===== src/rtl/matmul_tile_scheduler_if.sv =====
// Command, tile and status bundle between a job source and the tile scheduler.
// Latency: none, wires only.
// Backpressure: cmd_valid/cmd_ready for jobs, tile_valid/tile_ready for tiles.
interface matmul_tile_scheduler_if #(
  parameter int ADDR_WIDTH     = 16,
  parameter int DIM_WIDTH      = 16,
  parameter int ID_WIDTH       = 4,
  parameter int JOB_FIFO_DEPTH = 4
);
  localparam int QW = $clog2(JOB_FIFO_DEPTH) + 1;

  logic                  cmd_valid;
  logic                  cmd_ready;
  logic [ID_WIDTH-1:0]   cmd_id;
  logic [DIM_WIDTH-1:0]  cmd_m;
  logic [DIM_WIDTH-1:0]  cmd_n;
  logic [DIM_WIDTH-1:0]  cmd_p;
  logic [ADDR_WIDTH-1:0] cmd_base_a;
  logic [ADDR_WIDTH-1:0] cmd_base_b;
  logic [ADDR_WIDTH-1:0] cmd_base_c;
  logic                  tile_valid;
  logic                  tile_ready;
  logic [ADDR_WIDTH-1:0] tile_a_addr;
  logic [ADDR_WIDTH-1:0] tile_b_addr;
  logic [ADDR_WIDTH-1:0] tile_c_addr;
  logic [DIM_WIDTH-1:0]  tile_rows;
  logic [DIM_WIDTH-1:0]  tile_cols;
  logic [DIM_WIDTH-1:0]  tile_n;
  logic                  tile_done_i;
  logic                  abort_i;
  logic                  job_done;
  logic                  job_err;
  logic [ID_WIDTH-1:0]   job_id_o;
  logic                  busy;
  logic [QW-1:0]         queued;

  // Job source / array side
  modport master (
    output cmd_valid, cmd_id, cmd_m, cmd_n, cmd_p, cmd_base_a, cmd_base_b, cmd_base_c,
    output tile_ready, tile_done_i, abort_i,
    input  cmd_ready, tile_valid, tile_a_addr, tile_b_addr, tile_c_addr,
    input  tile_rows, tile_cols, tile_n, job_done, job_err, job_id_o, busy, queued
  );

  // Scheduler side
  modport slave (
    input  cmd_valid, cmd_id, cmd_m, cmd_n, cmd_p, cmd_base_a, cmd_base_b, cmd_base_c,
    input  tile_ready, tile_done_i, abort_i,
    output cmd_ready, tile_valid, tile_a_addr, tile_b_addr, tile_c_addr,
    output tile_rows, tile_cols, tile_n, job_done, job_err, job_id_o, busy, queued
  );
endinterface


===== src/rtl/matmul_tile_scheduler.sv =====
// Queues matrix jobs and splits each into ARRAY_HEIGHT x ARRAY_WIDTH output tiles, one in flight.
// Latency: push into empty queue -> tile_valid 3 cycles later; next tile 2 cycles after tile_done_i.
// Backpressure: cmd_ready low while the job FIFO is full; tile fields hold while tile_ready is low.
module matmul_tile_scheduler #(
  parameter int ARRAY_WIDTH      = 32,
  parameter int ARRAY_HEIGHT     = 4,
  parameter int DATA_WIDTH_BYTES = 1,
  parameter int ADDR_WIDTH       = 16,
  parameter int DIM_WIDTH        = 16,
  parameter int JOB_FIFO_DEPTH   = 4,
  parameter int ID_WIDTH         = 4
) (
  input  logic                   clk,
  input  logic                   reset_n,
  matmul_tile_scheduler_if.slave bus
);
  localparam int PTR_W = $clog2(JOB_FIFO_DEPTH);
  localparam int CNT_W = PTR_W + 1;
  localparam int ROW_K = ARRAY_HEIGHT * DATA_WIDTH_BYTES;
  localparam logic [ADDR_WIDTH-1:0] B_COL_STEP = ADDR_WIDTH'(ARRAY_WIDTH * DATA_WIDTH_BYTES);
  localparam logic [ADDR_WIDTH-1:0] C_COL_STEP = ADDR_WIDTH'(ARRAY_WIDTH * 2 * DATA_WIDTH_BYTES);
  localparam logic [DIM_WIDTH-1:0]  TILE_H     = DIM_WIDTH'(ARRAY_HEIGHT);
  localparam logic [DIM_WIDTH-1:0]  TILE_W     = DIM_WIDTH'(ARRAY_WIDTH);
  localparam logic [CNT_W-1:0]      DEPTH_C    = CNT_W'(JOB_FIFO_DEPTH);

  typedef struct packed {
    logic [ID_WIDTH-1:0]   id;
    logic [DIM_WIDTH-1:0]  m;
    logic [DIM_WIDTH-1:0]  n;
    logic [DIM_WIDTH-1:0]  p;
    logic [ADDR_WIDTH-1:0] base_a;
    logic [ADDR_WIDTH-1:0] base_b;
    logic [ADDR_WIDTH-1:0] base_c;
  } job_t;

  typedef enum logic [2:0] {S_IDLE, S_LOAD, S_ISSUE, S_WAIT, S_NEXT} state_t;

  state_t                state_q, state_d;
  job_t                  fifo_mem [JOB_FIFO_DEPTH];
  logic [PTR_W-1:0]      wr_ptr_q, rd_ptr_q;
  logic [CNT_W-1:0]      count_q;
  job_t                  job_q;
  logic [ADDR_WIDTH-1:0] a_q, b_q, c_q, row_c_q;
  logic [DIM_WIDTH-1:0]  rem_m_q, rem_p_q;
  logic [ADDR_WIDTH-1:0] a_row_step, c_row_step;
  logic                  full, empty, push, pop, load, adv_col, adv_row;
  logic                  done_pulse, err_pulse, zero_dim, last_row, last_col;

  assign full     = (count_q == DEPTH_C);
  assign empty    = (count_q == '0);
  assign push     = bus.cmd_valid & ~full & ~bus.abort_i;
  assign zero_dim = (job_q.m == '0) | (job_q.n == '0) | (job_q.p == '0);
  assign last_row = (rem_m_q <= TILE_H);
  assign last_col = (rem_p_q <= TILE_W);

  // Job FIFO pointers and occupancy; abort flushes everything including a same-cycle push
  always_ff @(posedge clk or negedge reset_n) begin
    if (!reset_n) begin
      wr_ptr_q <= '0;
      rd_ptr_q <= '0;
      count_q  <= '0;
    end else if (bus.abort_i) begin
      wr_ptr_q <= '0;
      rd_ptr_q <= '0;
      count_q  <= '0;
    end else begin
      if (push) wr_ptr_q <= wr_ptr_q + PTR_W'(1);
      if (pop)  rd_ptr_q <= rd_ptr_q + PTR_W'(1);
      if (push && !pop)      count_q <= count_q + CNT_W'(1);
      else if (!push && pop) count_q <= count_q - CNT_W'(1);
    end
  end

  // Job FIFO storage (data only, no reset needed)
  always_ff @(posedge clk) begin
    if (push) begin
      fifo_mem[wr_ptr_q] <= '{id: bus.cmd_id, m: bus.cmd_m, n: bus.cmd_n, p: bus.cmd_p,
                              base_a: bus.cmd_base_a, base_b: bus.cmd_base_b,
                              base_c: bus.cmd_base_c};
    end
  end

  // Row strides built as repeated additions of n and 2p (ROW_K adders, no multiplier)
  always_comb begin
    a_row_step = '0;
    c_row_step = '0;
    for (int k = 0; k < ROW_K; k++) begin
      a_row_step = a_row_step + ADDR_WIDTH'(job_q.n);
      c_row_step = c_row_step + ADDR_WIDTH'({job_q.p, 1'b0});
    end
  end

  // FSM state register
  always_ff @(posedge clk or negedge reset_n) begin
    if (!reset_n) state_q <= S_IDLE;
    else          state_q <= state_d;
  end

  // FSM next state and per-state control pulses; abort overrides every state
  always_comb begin
    state_d    = state_q;
    pop        = 1'b0;
    load       = 1'b0;
    adv_col    = 1'b0;
    adv_row    = 1'b0;
    done_pulse = 1'b0;
    err_pulse  = 1'b0;
    if (bus.abort_i) begin
      state_d = S_IDLE;
    end else begin
      case (state_q)
        S_IDLE: if (!empty) begin
          pop     = 1'b1;
          state_d = S_LOAD;
        end
        S_LOAD: if (zero_dim) begin
          err_pulse = 1'b1;
          state_d   = S_IDLE;
        end else begin
          load    = 1'b1;
          state_d = S_ISSUE;
        end
        S_ISSUE: if (bus.tile_ready) state_d = S_WAIT;
        S_WAIT:  if (bus.tile_done_i) state_d = S_NEXT;
        S_NEXT: if (last_row && last_col) begin
          done_pulse = 1'b1;
          state_d    = S_IDLE;
        end else begin
          adv_col = ~last_col;
          adv_row = last_col;
          state_d = S_ISSUE;
        end
        default: state_d = S_IDLE;
      endcase
    end
  end

  // Active job and tile address accumulators, walked row-major with columns fastest
  always_ff @(posedge clk or negedge reset_n) begin
    if (!reset_n) begin
      job_q   <= '0;
      a_q     <= '0;
      b_q     <= '0;
      c_q     <= '0;
      row_c_q <= '0;
      rem_m_q <= '0;
      rem_p_q <= '0;
    end else if (pop) begin
      job_q <= fifo_mem[rd_ptr_q];
    end else if (load) begin
      a_q     <= job_q.base_a;
      b_q     <= job_q.base_b;
      c_q     <= job_q.base_c;
      row_c_q <= job_q.base_c;
      rem_m_q <= job_q.m;
      rem_p_q <= job_q.p;
    end else if (adv_col) begin
      b_q     <= b_q + B_COL_STEP;
      c_q     <= c_q + C_COL_STEP;
      rem_p_q <= rem_p_q - TILE_W;
    end else if (adv_row) begin
      a_q     <= a_q + a_row_step;
      b_q     <= job_q.base_b;
      c_q     <= row_c_q + c_row_step;
      row_c_q <= row_c_q + c_row_step;
      rem_m_q <= rem_m_q - TILE_H;
      rem_p_q <= job_q.p;
    end
  end

  assign bus.cmd_ready   = ~full;
  assign bus.tile_valid  = (state_q == S_ISSUE);
  assign bus.tile_a_addr = a_q;
  assign bus.tile_b_addr = b_q;
  assign bus.tile_c_addr = c_q;
  assign bus.tile_rows   = last_row ? rem_m_q : TILE_H;
  assign bus.tile_cols   = last_col ? rem_p_q : TILE_W;
  assign bus.tile_n      = job_q.n;
  assign bus.job_done    = done_pulse;
  assign bus.job_err     = err_pulse;
  assign bus.job_id_o    = job_q.id;
  assign bus.busy        = (state_q != S_IDLE) | ~empty;
  assign bus.queued      = count_q;
endmodule


===== src/flat_wrapper.sv =====
// flat-port wrapper written by rule: the top's interface ports become plain ports
module matmul_tile_scheduler_flat 
#(
  parameter int ARRAY_WIDTH      = 32,
  parameter int ARRAY_HEIGHT     = 4,
  parameter int DATA_WIDTH_BYTES = 1,
  parameter int ADDR_WIDTH       = 16,
  parameter int DIM_WIDTH        = 16,
  parameter int JOB_FIFO_DEPTH   = 4,
  parameter int ID_WIDTH         = 4
)
  (clk, reset_n, bus_cmd_valid, bus_cmd_id, bus_cmd_m, bus_cmd_n, bus_cmd_p, bus_cmd_base_a, bus_cmd_base_b, bus_cmd_base_c, bus_tile_ready, bus_tile_done_i, bus_abort_i, bus_cmd_ready, bus_tile_valid, bus_tile_a_addr, bus_tile_b_addr, bus_tile_c_addr, bus_tile_rows, bus_tile_cols, bus_tile_n, bus_job_done, bus_job_err, bus_job_id_o, bus_busy, bus_queued);
  matmul_tile_scheduler_if #(.ADDR_WIDTH(ADDR_WIDTH), .DIM_WIDTH(DIM_WIDTH), .ID_WIDTH(ID_WIDTH), .JOB_FIFO_DEPTH(JOB_FIFO_DEPTH)) bus_i ();
  input  logic clk;
  input  logic reset_n;
  input wire logic [$bits(bus_i.cmd_valid)-1:0] bus_cmd_valid;
  input wire logic [$bits(bus_i.cmd_id)-1:0] bus_cmd_id;
  input wire logic [$bits(bus_i.cmd_m)-1:0] bus_cmd_m;
  input wire logic [$bits(bus_i.cmd_n)-1:0] bus_cmd_n;
  input wire logic [$bits(bus_i.cmd_p)-1:0] bus_cmd_p;
  input wire logic [$bits(bus_i.cmd_base_a)-1:0] bus_cmd_base_a;
  input wire logic [$bits(bus_i.cmd_base_b)-1:0] bus_cmd_base_b;
  input wire logic [$bits(bus_i.cmd_base_c)-1:0] bus_cmd_base_c;
  input wire logic [$bits(bus_i.tile_ready)-1:0] bus_tile_ready;
  input wire logic [$bits(bus_i.tile_done_i)-1:0] bus_tile_done_i;
  input wire logic [$bits(bus_i.abort_i)-1:0] bus_abort_i;
  output wire logic [$bits(bus_i.cmd_ready)-1:0] bus_cmd_ready;
  output wire logic [$bits(bus_i.tile_valid)-1:0] bus_tile_valid;
  output wire logic [$bits(bus_i.tile_a_addr)-1:0] bus_tile_a_addr;
  output wire logic [$bits(bus_i.tile_b_addr)-1:0] bus_tile_b_addr;
  output wire logic [$bits(bus_i.tile_c_addr)-1:0] bus_tile_c_addr;
  output wire logic [$bits(bus_i.tile_rows)-1:0] bus_tile_rows;
  output wire logic [$bits(bus_i.tile_cols)-1:0] bus_tile_cols;
  output wire logic [$bits(bus_i.tile_n)-1:0] bus_tile_n;
  output wire logic [$bits(bus_i.job_done)-1:0] bus_job_done;
  output wire logic [$bits(bus_i.job_err)-1:0] bus_job_err;
  output wire logic [$bits(bus_i.job_id_o)-1:0] bus_job_id_o;
  output wire logic [$bits(bus_i.busy)-1:0] bus_busy;
  output wire logic [$bits(bus_i.queued)-1:0] bus_queued;
  assign bus_i.cmd_valid = bus_cmd_valid;
  assign bus_i.cmd_id = bus_cmd_id;
  assign bus_i.cmd_m = bus_cmd_m;
  assign bus_i.cmd_n = bus_cmd_n;
  assign bus_i.cmd_p = bus_cmd_p;
  assign bus_i.cmd_base_a = bus_cmd_base_a;
  assign bus_i.cmd_base_b = bus_cmd_base_b;
  assign bus_i.cmd_base_c = bus_cmd_base_c;
  assign bus_i.tile_ready = bus_tile_ready;
  assign bus_i.tile_done_i = bus_tile_done_i;
  assign bus_i.abort_i = bus_abort_i;
  assign bus_cmd_ready = bus_i.cmd_ready;
  assign bus_tile_valid = bus_i.tile_valid;
  assign bus_tile_a_addr = bus_i.tile_a_addr;
  assign bus_tile_b_addr = bus_i.tile_b_addr;
  assign bus_tile_c_addr = bus_i.tile_c_addr;
  assign bus_tile_rows = bus_i.tile_rows;
  assign bus_tile_cols = bus_i.tile_cols;
  assign bus_tile_n = bus_i.tile_n;
  assign bus_job_done = bus_i.job_done;
  assign bus_job_err = bus_i.job_err;
  assign bus_job_id_o = bus_i.job_id_o;
  assign bus_busy = bus_i.busy;
  assign bus_queued = bus_i.queued;
  matmul_tile_scheduler #(.ARRAY_WIDTH(ARRAY_WIDTH), .ARRAY_HEIGHT(ARRAY_HEIGHT), .DATA_WIDTH_BYTES(DATA_WIDTH_BYTES), .ADDR_WIDTH(ADDR_WIDTH), .DIM_WIDTH(DIM_WIDTH), .JOB_FIFO_DEPTH(JOB_FIFO_DEPTH), .ID_WIDTH(ID_WIDTH)) u_core (.clk(clk), .reset_n(reset_n), .bus(bus_i));
endmodule

===== config.mk =====
export PLATFORM = sky130hd
export DESIGN_NAME = matmul_tile_scheduler_flat
export DESIGN_NICKNAME = d
export VERILOG_FILES = /design/src/rtl/matmul_tile_scheduler_if.sv /design/src/rtl/matmul_tile_scheduler.sv /design/src/flat_wrapper.sv
export SDC_FILE = /design/constraint.sdc
export NUM_CORES = 1
export LEC_CHECK = 0
export ABC_AREA = 1
export CAP_MARGIN = 15
export CORE_MARGIN = 10
export CORE_UTILIZATION = 55
export DETAILED_ROUTE_END_ITERATION = 10
export PLACE_DENSITY = 0.76
export SETUP_SLACK_MARGIN = 0.1
export SYNTH_ARGS = -nofsm -noshare
export SYNTH_HDL_FRONTEND = slang
export SYNTH_SLANG_ARGS = --single-unit
export TNS_END_PERCENT = 100

===== constraint.sdc =====
create_clock -name clk -period 6.35 [get_ports clk]
set_input_delay 1.27 -clock clk [delete_from_list [all_inputs] [get_ports clk]]
set_output_delay 1.27 -clock clk [all_outputs]
set_load 0.01 [all_outputs]

==> run metrics <==
peak supply drop 309 µV; critical path's largest stage delay 630 ps; path class of the lowest-slack min-delay path flip-flop to flip-flop; Final Hold Viols 0; Syn. warnings 0; overall via count from detail_route 18900; dominant cell type by area after synthesis edfxtp_1; clock tree from TritonCTS yes; post-detailed-routing wire length 67.3 mm; Static Leak 0.0120 µW; final critical-path share of the clock period 0.680; detailed-routing iteration count for the pre-antenna-repair pass 5; post-synthesis sequential element count 606; Slew Limit Headroom 0.273; PD cells 471 mW/mm²; setup clock skew after layout 22.2 ps; post-synthesis average cell area 10.4 µm²; CP max FO 9; library cell appearing most often on the critical path clkdlybuf4s50_1; Int Pwr 8790 µW; Critical Path End Type output port; Required @ worst endpoint 5080 ps; async set or reset register ratio after synthesis 0.340; proportion of layout cells with a drive suffix above 1 0.0506; area of the die 0.0568 mm²; violation count after the first detailed-route iteration 2040; series of cell instances along the critical path clkdlybuf4s50_1 > nor2_1 > inv_1 > nor3_1 > clkdlybuf4s50_1; number of antenna violations at the first check in global routing 4; number of enable flip-flop cells after synthesis 400; data arrival time of the critical path 3050 ps; number of nets in the final layout 2784; pins over their slew limit 0; critical path class input port to output port; routed vias/inst 5.72; Peak Freq 232 MHz; standard-cell rows 79; Final setup viols 0; cell area after synthesis 0.0262 mm²; layout-stage area growth over the synthesis result 15.3%; Seq/Total Area, Yosys 0.655; CTS root buffer clkbuf_16; power share of the sequential group 0.395; number of primary I/O pins 214; post-CTS setup repair buffer count 0; global-route wire length before repair 103 mm; Register Area 0.0172 mm²; total number of clock tree sinks 606; cells after synthesis 2513; total congestion overflow 0; Die Width 238 µm; WL per Instance 20.4 µm; CTS clk-pin slew, worst paths 70 ps; worst-path cell with the longest stage delay clkdlybuf4s50_1; Clock Latency Late Sink 620 ps; fillers 3556; Die Height 238 µm; count of nets left with antenna violations after detail routing 0; commonest register cell after synthesis edfxtp_1; via count of the first global-routing pass 18100; slew at the pin closest to its max-slew limit 1090 ps; portion of total power attributed to the clock network 0.236; outcome finished clean; CTS Buf Count 58; Post-route DRC 0; initial standard-cell utilization of the core 0.560; HPWL reported at the end of detailed placement 43.8 mm; switching share of power 0.382; maximum number of pins on one net before global-route repair 107; Total Routing Usage GR 0.231; unrepaired setup endpoints after global routing false; max-cap violations 0; final hold slack 473 ps; core region area 0.0469 mm²; gpl congestion 0.897; distinct cell type count of the synthesized netlist 39; Worst setup SP type input port; leading post-synthesis cells by cell area edfxtp_1 46%, dfrtp_1 20%, nand2_1 8.6%; number of gates given a new drive strength after cts 0; number of hold-repair buffers added at the cts stage 0; Longest Clk Path Bufs 3; Core Util, Final 0.645; area taken by multi-input logic gates 0.00774 mm²; power spent charging and discharging nets 5450 µW; fin crit period 4320 ps; logic gate share of total power 0.369; post-synth top area share 0.458; depth of the CTS H-tree 2; number of input and output port buffers inserted 191
==> layout make-up <==
| type | count | area share |
|---|---|---|
| sequential | 606 | 0.568 |
| clock inverter | 20 | 0.00583 |
| tap | 607 | 0.0251 |
| timing repair buffer | 211 | 0.0707 |
| clock buffer | 87 | 0.0559 |
| antenna | 2 | 0.000165 |
| multi-input combinational | 1614 | 0.256 |
| inverter | 150 | 0.0187 |
==> per-layer routing <==
layer / part of all wire / routed length (µm) / global-route usage / up-vias
li1: - / - / - / 8765
met1: 0.43 / 28700 / 0.319 / 9226
met2: 0.48 / 32000 / 0.374 / 777
met3: 0.075 / 5060 / 0.0319 / 97
met4: 0.022 / 1510 / 0.0736 / 0
met5: 0 / 0 / 0 / -
==> worst paths after layout <==
path	from	to	slack (ps)	cells after the start
hold / removal	u_core.job_q[33]$_DFFE_PN0P_	u_core.job_q[33]$_DFFE_PN0P_	470	2
hold reg to reg	u_core.job_q[33]$_DFFE_PN0P_	u_core.job_q[33]$_DFFE_PN0P_	470	2
min in group asynchronous	reset_n	u_core.bus.tile_n[5]$_DFFE_PN0P_	670	1
setup reg to reg	u_core.rd_ptr_q[0]$_DFFE_PN0P_	u_core.job_q[15]$_DFFE_PN0P_	3050	6
setup / recovery	bus_abort_i	bus_job_done	2030	5
max in group asynchronous	reset_n	u_core.rd_ptr_q[0]$_DFFE_PN0P_	4500	2
==> kinds of logic after synthesis <==
logic type,Yosys count,share of synthesized area
other cells,1,0.000143
flops,606,0.655
simple gates,1020,0.156
xor+xnor,42,0.0140
fa+ha+maj,37,0.0185
buf+inv,314,0.0549
compound gates,493,0.102
==> state kept, by name (all words and copies together), names as in the netlist <==
signal	count
u_core.bus.tile_n	16
u_core.bus.tile_a_addr	16
u_core.bus.tile_c_addr	16
u_core.fifo_mem	400
u_core.row_c_q	16
u_core.bus.tile_b_addr	16
u_core.rem_p_q	16
u_core.bus.job_id_o	4
u_core.rem_m_q	16
u_core.state_q	3
u_core.wr_ptr_q	2
u_core.job_q	80
u_core.bus.queued	3
u_core.rd_ptr_q	2
==> metrics by stage <==
step	power, µW	area (µm²)	instances	worst slack, ps	TNS [ps]
2_1_floorplan	9100	26300	2534	-114	-45500
3_3_place_gp	10700	28400	3187	2080	0
3_5_place_dp	10900	28400	3187	2020	0
4_1_cts	14200	30200	3294	2020	0
5_1_grt	15200	30200	3295	1920	0
6_report	14200	30200	3297	2030	0
==> cells in the final DEF, fill, tap and decap left out, types with 34 or more instances in the layout <==
| cell | instances |
|---|---|
| clkdlybuf4s50_1 | 190 |
| nand2_1 | 600 |
| clkbuf_16 | 59 |
| o22ai_1 | 90 |
| nor2_1 | 286 |
| o21ai_0 | 289 |
| o21ai_1 | 49 |
| ha_1 | 34 |
| inv_1 | 140 |
| dfrtp_1 | 204 |
| edfxtp_1 | 400 |
| nand3_1 | 84 |
==> critical path, delay by kind of cell <==
kind,cells,cell delay (ps)
AND/OR/NAND/NOR,2,460
buffers and inverters,3,1310
==> power groups by stage <==
stage	Sequential, µW	Combinational, µW	Clock, µW
finish	5620	5260	3360
global route	5700	5900	3560
CTS	5610	5230	3400
detailed placement	5680	5200	0
global placement	5660	5050	0
floorplan	5510	3600	0
==> Yosys cell counts (all sizes together) (17+ instances only) <==
cell type	instances
a21oi	29
a31oi	17
buf	88
clkbuf	76
dfrtp	206
edfxtp	400
ha	34
inv	149
nand2	605
nand3	85
nor2	296
nor3	17
o21ai	339
o22ai	90
xor2	31
No activity file was read; power rests on OpenSTA's default activity.
